`config.mk`:
```
export PLATFORM = sky130hd
export DESIGN_NAME = mem_port_arbiter_flat
export DESIGN_NICKNAME = d
export VERILOG_FILES = /design/src/rtl/mem_port_arbiter_if.sv /design/src/rtl/mem_port_arbiter.sv /design/src/flat_wrapper.sv
export SDC_FILE = /design/constraint.sdc
export NUM_CORES = 1
export LEC_CHECK = 0
export ABC_AREA = 1
export CORE_MARGIN = 10
export CORE_UTILIZATION = 39
export CTS_CLUSTER_SIZE = 14
export DETAILED_ROUTE_END_ITERATION = 16
export GPL_ROUTABILITY_DRIVEN = 0
export PLACE_DENSITY = 0.8
export SLEW_MARGIN = 30
export SYNTH_ARGS = -nofsm -noshare
export SYNTH_HDL_FRONTEND = slang
export SYNTH_SLANG_ARGS = --single-unit
```
`constraint.sdc`:
```
create_clock -name clk -period 1.35 [get_ports clk]
set_input_delay 0.2025 -clock clk [delete_from_list [all_inputs] [get_ports clk]]
set_output_delay 0.2025 -clock clk [all_outputs]
set_load 0.05 [all_outputs]
```
`src/rtl/mem_port_arbiter_if.sv`:
```
`default_nettype none
// +----------------------------------------------------------------------------+
// | Module   : mem_port_arbiter_if                                             |
// | Purpose  : Bundles the requester and RAM-side signals of the main-RAM      |
// |            port arbiter.                                                   |
// | Modports : master - the arbiter (drives ram_* outputs, done, line, stall)  |
// |            slave  - the environment (requesters and the RAM model)         |
// | Signals  : i_rd_req/i_addr          icache miss request                    |
// |            d_rd_req/d_wr_req/d_addr/d_wdata  data-path request             |
// |            ram_req/ram_we/ram_addr/ram_wdata/ram_ack/ram_rdata  RAM port   |
// |            i_done/d_done/o_line/o_stall  results back to the pipeline      |
// | Revision : 1.0  initial release                                            |
// +----------------------------------------------------------------------------+
interface mem_port_arbiter_if #(
   parameter int ADDR_W = 32,
   parameter int LINE_W = 128,
   parameter int DATA_W = 32
);
   logic              i_rd_req;
   logic [ADDR_W-1:0] i_addr;
   logic              d_rd_req;
   logic              d_wr_req;
   logic [ADDR_W-1:0] d_addr;
   logic [DATA_W-1:0] d_wdata;
   logic              ram_ack;
   logic [LINE_W-1:0] ram_rdata;
   logic              ram_req;
   logic              ram_we;
   logic [ADDR_W-1:0] ram_addr;
   logic [DATA_W-1:0] ram_wdata;
   logic              i_done;
   logic              d_done;
   logic [LINE_W-1:0] o_line;
   logic              o_stall;

   modport master (
      input  i_rd_req, i_addr, d_rd_req, d_wr_req, d_addr, d_wdata,
      input  ram_ack, ram_rdata,
      output ram_req, ram_we, ram_addr, ram_wdata,
      output i_done, d_done, o_line, o_stall
   );

   modport slave (
      output i_rd_req, i_addr, d_rd_req, d_wr_req, d_addr, d_wdata,
      output ram_ack, ram_rdata,
      input  ram_req, ram_we, ram_addr, ram_wdata,
      input  i_done, d_done, o_line, o_stall
   );
endinterface
`default_nettype wire

```
`src/rtl/mem_port_arbiter.sv`:
```
`default_nettype none
// +----------------------------------------------------------------------------+
// | Module   : mem_port_arbiter                                                |
// | Purpose  : Shares the single main-RAM port between the icache miss path    |
// |            and the data path (dcache line fill, write-through store).      |
// |            One requester is granted at a time; the RAM req/ack handshake   |
// |            is driven from captured request values, the line or store       |
// |            completion is returned with a one-cycle done pulse.             |
// | Ports    : clk   - clock, rising edge                                      |
// |            rstn  - asynchronous active-low reset                           |
// |            bus   - mem_port_arbiter_if.master (requests, RAM, results)     |
// | Macro    : ARB_ROUND_ROBIN_EN - round-robin between data and instruction   |
// |            classes; undefined gives fixed priority d_wr > d_rd > i_rd.     |
// | Revision : 1.0  initial release                                            |
// +----------------------------------------------------------------------------+
module mem_port_arbiter #(
   parameter int ADDR_W = 32,
   parameter int LINE_W = 128,
   parameter int DATA_W = 32
) (
   input  logic                 clk,
   input  logic                 rstn,
   mem_port_arbiter_if.master   bus
);

   typedef enum logic [1:0] {
      ST_IDLE = 2'd0,
      ST_BUSY = 2'd1,
      ST_RESP = 2'd2
   } state_t;

   localparam logic [ADDR_W-1:0] c_LINE_MASK = {{(ADDR_W-4){1'b1}}, 4'b0000};

   state_t            r_state;
   state_t            w_stateNext;

   logic              r_ramReq;
   logic              r_ramWe;
   logic [ADDR_W-1:0] r_ramAddr;
   logic [DATA_W-1:0] r_ramWdata;
   logic              r_iDone;
   logic              r_dDone;
   logic [LINE_W-1:0] r_line;
   logic              r_ownerData;     // 1 = data class owns the current transaction

   logic              w_anyReq;
   logic              w_dataReq;
   logic              w_grantData;
   logic              w_grantWr;
   logic [ADDR_W-1:0] w_grantAddr;
   logic [ADDR_W-1:0] w_reqAddr;
   logic              w_iExcl;
   logic              w_dExcl;

   assign w_dataReq = bus.d_rd_req | bus.d_wr_req;
   assign w_anyReq  = w_dataReq | bus.i_rd_req;

`ifdef ARB_ROUND_ROBIN_EN
   logic r_lastData;                  // 1 = data class was granted last

   // On contention the class that did not win last time is granted.
   assign w_grantData = w_dataReq & (~bus.i_rd_req | ~r_lastData);

   always_ff @(posedge clk or negedge rstn) begin
      if (!rstn) begin
         r_lastData <= 1'b0;
      end else if ((r_state == ST_IDLE) && w_anyReq) begin
         r_lastData <= w_grantData;
      end
   end
`else
   assign w_grantData = w_dataReq;
`endif

   // Within the data class the store always wins over the line fill.
   assign w_grantWr   = w_grantData & bus.d_wr_req;
   assign w_grantAddr = w_grantData ? bus.d_addr : bus.i_addr;
   assign w_reqAddr   = w_grantWr ? w_grantAddr : (w_grantAddr & c_LINE_MASK);

   always_ff @(posedge clk or negedge rstn) begin
      if (!rstn) begin
         r_state <= ST_IDLE;
      end else begin
         r_state <= w_stateNext;
      end
   end

   always_comb begin
      w_stateNext = r_state;
      case (r_state)
         ST_IDLE: if (w_anyReq)    w_stateNext = ST_BUSY;
         ST_BUSY: if (bus.ram_ack) w_stateNext = ST_RESP;
         ST_RESP:                  w_stateNext = ST_IDLE;
         default:                  w_stateNext = ST_IDLE;
      endcase
   end

   // RAM-side and result registers. Everything the RAM sees is captured at
   // grant time, so requesters may drop or change their lines mid-transaction.
   always_ff @(posedge clk or negedge rstn) begin
      if (!rstn) begin
         r_ramReq    <= 1'b0;
         r_ramWe     <= 1'b0;
         r_ramAddr   <= '0;
         r_ramWdata  <= '0;
         r_iDone     <= 1'b0;
         r_dDone     <= 1'b0;
         r_line      <= '0;
         r_ownerData <= 1'b0;
      end else begin
         r_iDone <= 1'b0;
         r_dDone <= 1'b0;
         case (r_state)
            ST_IDLE: begin
               if (w_anyReq) begin
                  r_ramReq    <= 1'b1;
                  r_ramWe     <= w_grantWr;
                  r_ramAddr   <= w_reqAddr;
                  r_ramWdata  <= w_grantWr ? bus.d_wdata : '0;
                  r_ownerData <= w_grantData;
               end
            end
            ST_BUSY: begin
               if (bus.ram_ack) begin
                  r_ramReq <= 1'b0;
                  if (!r_ramWe) begin
                     r_line <= bus.ram_rdata;
                  end
                  r_iDone <= ~r_ownerData;
                  r_dDone <= r_ownerData;
               end
            end
            default: ;
         endcase
      end
   end

   // During the done cycle the owner's own request no longer stalls the
   // pipeline: it is being answered this cycle. Only the other class can keep
   // the stall asserted then.
   assign w_iExcl = (r_state == ST_RESP) & ~r_ownerData;
   assign w_dExcl = (r_state == ST_RESP) &  r_ownerData;

   assign bus.o_stall   = (r_state == ST_BUSY)
                        | (bus.i_rd_req & ~w_iExcl)
                        | (w_dataReq    & ~w_dExcl);

   assign bus.ram_req   = r_ramReq;
   assign bus.ram_we    = r_ramWe;
   assign bus.ram_addr  = r_ramAddr;
   assign bus.ram_wdata = r_ramWdata;
   assign bus.i_done    = r_iDone;
   assign bus.d_done    = r_dDone;
   assign bus.o_line    = r_line;

endmodule
`default_nettype wire
```
`src/flat_wrapper.sv`:
```
// flat-port wrapper written by rule: the top's interface ports become plain ports
module mem_port_arbiter_flat 
#(
   parameter int ADDR_W = 32,
   parameter int LINE_W = 128,
   parameter int DATA_W = 32
)
  (clk, rstn, bus_i_rd_req, bus_i_addr, bus_d_rd_req, bus_d_wr_req, bus_d_addr, bus_d_wdata, bus_ram_ack, bus_ram_rdata, bus_ram_req, bus_ram_we, bus_ram_addr, bus_ram_wdata, bus_i_done, bus_d_done, bus_o_line, bus_o_stall);
  mem_port_arbiter_if #(.ADDR_W(ADDR_W), .LINE_W(LINE_W), .DATA_W(DATA_W)) bus_i ();
  input  logic clk;
  input  logic rstn;
  input wire logic [$bits(bus_i.i_rd_req)-1:0] bus_i_rd_req;
  input wire logic [$bits(bus_i.i_addr)-1:0] bus_i_addr;
  input wire logic [$bits(bus_i.d_rd_req)-1:0] bus_d_rd_req;
  input wire logic [$bits(bus_i.d_wr_req)-1:0] bus_d_wr_req;
  input wire logic [$bits(bus_i.d_addr)-1:0] bus_d_addr;
  input wire logic [$bits(bus_i.d_wdata)-1:0] bus_d_wdata;
  input wire logic [$bits(bus_i.ram_ack)-1:0] bus_ram_ack;
  input wire logic [$bits(bus_i.ram_rdata)-1:0] bus_ram_rdata;
  output wire logic [$bits(bus_i.ram_req)-1:0] bus_ram_req;
  output wire logic [$bits(bus_i.ram_we)-1:0] bus_ram_we;
  output wire logic [$bits(bus_i.ram_addr)-1:0] bus_ram_addr;
  output wire logic [$bits(bus_i.ram_wdata)-1:0] bus_ram_wdata;
  output wire logic [$bits(bus_i.i_done)-1:0] bus_i_done;
  output wire logic [$bits(bus_i.d_done)-1:0] bus_d_done;
  output wire logic [$bits(bus_i.o_line)-1:0] bus_o_line;
  output wire logic [$bits(bus_i.o_stall)-1:0] bus_o_stall;
  assign bus_i.i_rd_req = bus_i_rd_req;
  assign bus_i.i_addr = bus_i_addr;
  assign bus_i.d_rd_req = bus_d_rd_req;
  assign bus_i.d_wr_req = bus_d_wr_req;
  assign bus_i.d_addr = bus_d_addr;
  assign bus_i.d_wdata = bus_d_wdata;
  assign bus_i.ram_ack = bus_ram_ack;
  assign bus_i.ram_rdata = bus_ram_rdata;
  assign bus_ram_req = bus_i.ram_req;
  assign bus_ram_we = bus_i.ram_we;
  assign bus_ram_addr = bus_i.ram_addr;
  assign bus_ram_wdata = bus_i.ram_wdata;
  assign bus_i_done = bus_i.i_done;
  assign bus_d_done = bus_i.d_done;
  assign bus_o_line = bus_i.o_line;
  assign bus_o_stall = bus_i.o_stall;
  mem_port_arbiter #(.ADDR_W(ADDR_W), .LINE_W(LINE_W), .DATA_W(DATA_W)) u_core (.clk(clk), .rstn(rstn), .bus(bus_i));
endmodule
```
======== Yosys cells after proc, flatten, opt, wreduce, memory -nomap -nowiden ========
Cells that the tools add are included.
storage, ports and cells
  input port bits ......................... 230
  logic and storage cells ................. 45
  register bits after elaboration ......... 199
  output and inout bits ................... 197
cells by class
  equal/unequal tests ..................... 4
  reduce and logical (&&, ||, !) cells .... 6
  mux-type cells .......................... 13
  bitwise logic cells ..................... 13
operator list
  kind                  number
  $mux W32              2
  $mux W1               6
  $reduce_and A3 Y1     2
  $and A1 B1 Y1         5
  $mux W2               2
  $mux W4               1
  $not A1 Y1            4
  $or A1 B1 Y1          4
  $pmux W2 S2           1
  $reduce_and A2 Y1     2
  $eq A2 B1 Y1 const B  1
  $eq A2 B2 Y1 const B  1
  $logic_not A2 Y1      1
  $ne A2 B1 Y1 const B  1
  $ne A2 B2 Y1 const B  1
  $pmux W1 S2           1
  $reduce_bool A2 Y1    1

======== Depth between registers and ports, before layout ========
  depth after elaboration ................. 6
  mapped depth ............................ 8
  gate-level depth less buffers ........... 6

======== Least setup slack after synthesis ========
Ideal clock, no wire load.
  kind .................................... register -> output
  start ................................... register u_core.r_state[1]
  end ..................................... output bus_o_stall
  setup slack ............................. -0.074 ns
  buffers on the path ..................... 1
  arrival time ............................ 1.221 ns
  required time ........................... 1.148 ns
  stages on the path, launching flop included .. 5
  path through ............................ dfrtp_1 > nor2_4 > buf_2 > a21oi_1 > nand3_1
on the way
  word-level cells in the longest chain between the ends .. 6
  elaborated cells between the ends (all ways) .. 10
  those cells by class .................... 2 x eq/ne; 8 x bitwise
RTL lines
  what                      line                                              source
  start: declaration        mem_port_arbiter.sv:34                            state_t r_state;
  start signal: assignment  mem_port_arbiter.sv:84                            r_state <= w_stateNext;
  $eq A2 B2 Y1              mem_port_arbiter.sv:141, mem_port_arbiter.sv:142
  $and A1 B1 Y1             mem_port_arbiter.sv:141                           assign w_iExcl = (r_state == ST_RESP) & ~r_ownerData;
  $not A1 Y1                mem_port_arbiter.sv:145                           | (bus.i_rd_req & ~w_iExcl)
  $and A1 B1 Y1             mem_port_arbiter.sv:145
  $or A1 B1 Y1              mem_port_arbiter.sv:145
  $or A1 B1 Y1 *            mem_port_arbiter.sv:146                           | (w_dataReq & ~w_dExcl);
  end: declaration          flat_wrapper.sv:27                                output wire logic [$bits(bus_i.o_stall)-1:0] bus_o_stall;
Mark *: on every way between the ends. The rest lies on a longest branch, timed or not.

======== Worst setup path after layout ========
  start ................................... register u_core.r_state[0]
  end ..................................... register u_core.r_line[79], in the netlist u_core.bus.o_line[79]
on the way
  word-level cells in the longest chain between the ends .. 2
RTL lines
  what                         line                     source
  $eq A2 B1 Y1                 mem_port_arbiter.sv:113  case (r_state)
  $reduce_and A3 Y1 (no line)  --
  end signal: assignment       mem_port_arbiter.sv:127  r_line <= bus.ram_rdata;
  end: declaration             mem_port_arbiter.sv:43   logic [LINE_W-1:0] r_line;
No other way between the ends.
A chain may end at the register's enable or synchronous reset.

==> out/qor.txt <==
Outcome: finished, violations left
Failing checks: setup timing
Clock Root Buffer: clkbuf_16
Slowest-stage cell, CP: dfrtp_1
Final setup fails: 180
Tightest Pin Transition: 0.359 ns
TritonCTS Buffers: 17
Nets: 1669
Pwr dens: 2970 mW/mm^2
Area delta synth->final: 110%
Post-DP HPWL: 25.9 mm
Sequential cell area: 0.00498 mm^2
Multi-input logic area: 0.00308 mm^2
Finished Cell Area: 0.0170 mm^2
Drt wl/cell: 26.5 um
# rows: 52
Die Y: 164 um
Finished Layout Cells: 1728
Synthesized net count: 1185
Syn Area/Cell: 8.49 um^2
Tmin final: 1.64 ns
Final setup margin: -0.293 ns
Max-cap violations: 0
Routed vias: 9444
Drt first-iter violations: 930
Layout Utilization: 83.7%
TritonCTS clock tree: yes
RSZ-0062 raised after global routing: yes
Routed wire length: 45.7 mm
Crit start category: flip-flop
Initial core utilization: 39.8%
Yosys reg bits: 199
Share of layout cells above drive strength 1: 27.0%
CP Cell Sequence: inv_2 -> nor2_4 -> buf_4 -> buf_12 -> nand2_8 -> buf_12 -> buf_16 -> nand2_1 -> nand2_1
Post-synth cell types: 17
Relative slew margins: 76.1%
Post-Route Setup TNS: -21.73 ns
Post-Syn Area: 0.00811 mm^2
Clk_lat worst skew: 0.43 ns
Syn Inst Count: 955
# clock sinks: 199
CTS Buffer Depth: 2
Critical Path Fanout Max: 10
First-pass GRT wire length: 51.6 mm
# IOs: 427
Maximum vdd drop: 1.63 mV
Antenna violations before repair: 7
FILL cells: 962
Worst Hold Class: input pin to async pin
CP endpoint kind: flip-flop
Yosys Warn Count: 0
Period utilisation layout: 122%
I/O Buffers: 422
Die area: 0.0270 mm^2
Fmax: 609 MHz
H-tree depth: 4
Largest stage delay on the critical path: 0.40 ns
Pins over their slew limit: 0
Crit Path Category: flip-flop to flip-flop
Gr ovfl total: 0
Seq/Total Area, Yosys: 61.4%
Post-Place Cells: 1614
Pre-antenna DRT Iters: 6
Largest net degree at the start of global routing: 74
Vias in the first global route: 8773
Pleak: 8.42 nW
Die width: 164 um
Drt drc: 0
CTS clk-pin slew, worst paths: 0.08 ns
Required @ worst endpoint: 1.62 ns
Clock skew: 0.0138 ns
Arrival @ worst endpoint: 1.92 ns
Gr usage total: 25.0%
Area after DPL: 0.0147 mm^2
Area of the core: 0.0204 mm^2
Final Hold Fails: 0
Antenna violation net count after detailed routing: 0
Drt via density: 5.47
## area by class of cell
class                           instances  share of cell area [%]
Multi-Input combinational cell        689                    18.1
Inverter                               10                   0.235
Tap cell                              270                    1.98
Timing Repair Buffer                  522                    46.9
Clock buffer                           18                    2.58
Sequential cell                       199                    29.2
Clock inverter                         12                   0.867
Antenna cell                            8                   0.118
## power by group
group,internal [W],total [W],leakage (nW),switching [W]
combinational,0.0155,0.0335,5.64,0.0180
clock,0.00280,0.00523,0.278,0.00242
sequential,0.00863,0.0119,2.50,0.00323
total,0.0269,0.0505,8.42,0.0236
## cell usage after synthesis
library cell	number	area share [%]
inv_1	7	0.32
buf_1	1	0.046
inv_2	3	0.14
nand2_1	546	25
buf_6	3	0.42
nor2_1	3	0.14
nor3_4	1	0.20
a21oi_4	1	0.20
nor2_2	1	0.077
dfrtp_1	199	61
clkbuf_1	5	0.23
nand3_1	129	8.0
nor2_4	1	0.14
o21ai_0	1	0.062
nand2_2	2	0.15
a21oi_1	1	0.062
buf_2	51	3.1
## layer usage
metal / GRT usage, % / wire [um] / share of wire, % / vias to the layer above
met2: 42.7 / 23300 / 51 / 717
met5: 0 / 0 / 0 / -
li1: - / - / - / 3967
met1: 26.4 / 14900 / 33 / 4601
met3: 9.44 / 5140 / 11 / 159
met4: 12.7 / 2380 / 5.2 / 0
## flip-flops by register name (all words and copies together), names as in the netlist
name and flops:
u_core.bus.ram_addr 32, u_core.r_state 2, u_core.bus.o_line 128, u_core.bus.ram_we 1, u_core.bus.ram_wdata 32, u_core.bus.i_done 1, u_core.bus.d_done 1, u_core.bus.ram_req 1
u_core.r_ownerData 1
## critical path: cells and delay by family, from the launching register on
| family | cells | cell delay (ns) |
|---|---|---|
| buffers and inverters | 5 | 0.67 |
| DFF | 1 | 0.40 |
| and+or+nand+nor | 4 | 0.43 |
## repair_timing
action | 4_1_cts | 5_1_grt
setup buffers | 4 | 17
hold buffers | 1 | 0
gates cloned | 3 | 52
resized for setup | 10 | 100
endpoints found under the setup margin | 16 | 188
endpoints found under the hold margin | 25 | 0
pin swaps | 5 | 29
## cells by family after synthesis
logic type / Yosys count / synth area share [%]
compound gates: 3 / 0.324
buf+inv: 70 / 4.31
flops: 199 / 61.4
simple gates: 683 / 34.0
## stage by stage
| step | setup slack (ns) | power (W) | hold WS, ns |
|---|---|---|---|
| finish | -0.293 | 0.0505 | 0.256 |
| global route | -0.302 | 0.0520 | 0.283 |
| CTS | -0.216 | 0.0453 | 0.253 |
| detailed placement | -0.346 | 0.0394 | 0.147 |
| global placement | -0.266 | 0.0387 | 0.141 |
| floorplan | 0.0291 | 0.0237 | -0.0931 |
## final timing paths
check / slack, ns / endpoint / startpoint / cells after the start
max: -0.29 / u_core.bus.o_line[79] / u_core.r_state[0] / 9
min: 0.26 / u_core.bus.o_line[30] / rstn / 2
max reg2reg: -0.29 / u_core.bus.o_line[79] / u_core.r_state[0] / 9
min reg2reg: 0.51 / u_core.bus.i_done / u_core.r_ownerData / 1
max in group asynchronous: 0.48 / u_core.bus.o_line[123] / rstn / 3
min in group clk: 0.31 / u_core.bus.ram_wdata[27] / bus_d_wdata[27] / 3
## cell usage in the layout (no fill, tap or decap)
| master | netlist | layout |
|---|---|---|
| buf_6 | 3 | 14 |
| nand2_4 | 0 | 14 |
| nor2_1 | 3 | 2 |
| nor3_4 | 1 | 1 |
| clkbuf_16 | 0 | 46 |
| nor2_4 | 1 | 2 |
| nand2_8 | 0 | 4 |
| dfrtp_2 | 0 | 1 |
| inv_4 | 0 | 1 |
| dlygate4sd3_1 | 0 | 1 |
| clkinvlp_4 | 0 | 3 |
| nand2_1 | 546 | 501 |
| buf_12 | 0 | 217 |
| dfrtp_1 | 199 | 198 |
| clkbuf_8 | 0 | 2 |
| clkinv_2 | 0 | 1 |
| nor2_2 | 1 | 1 |
| nand3_2 | 0 | 3 |
| inv_1 | 7 | 7 |
| nand2_2 | 2 | 32 |
| diode_2 | 0 | 8 |
| bufinv_16 | 0 | 2 |
| inv_2 | 3 | 2 |
| a21oi_4 | 1 | 1 |
| buf_8 | 0 | 12 |
| buf_4 | 0 | 17 |
| o21ai_2 | 0 | 1 |
| a21oi_2 | 0 | 1 |
| nand3_1 | 129 | 125 |
| clkdlybuf4s50_1 | 0 | 224 |
| clkinv_4 | 0 | 2 |
| inv_6 | 0 | 3 |
| buf_16 | 0 | 7 |
| clkinv_8 | 0 | 1 |
| nand3_4 | 0 | 1 |
Note: power is estimated with default switching activity, not from simulation.
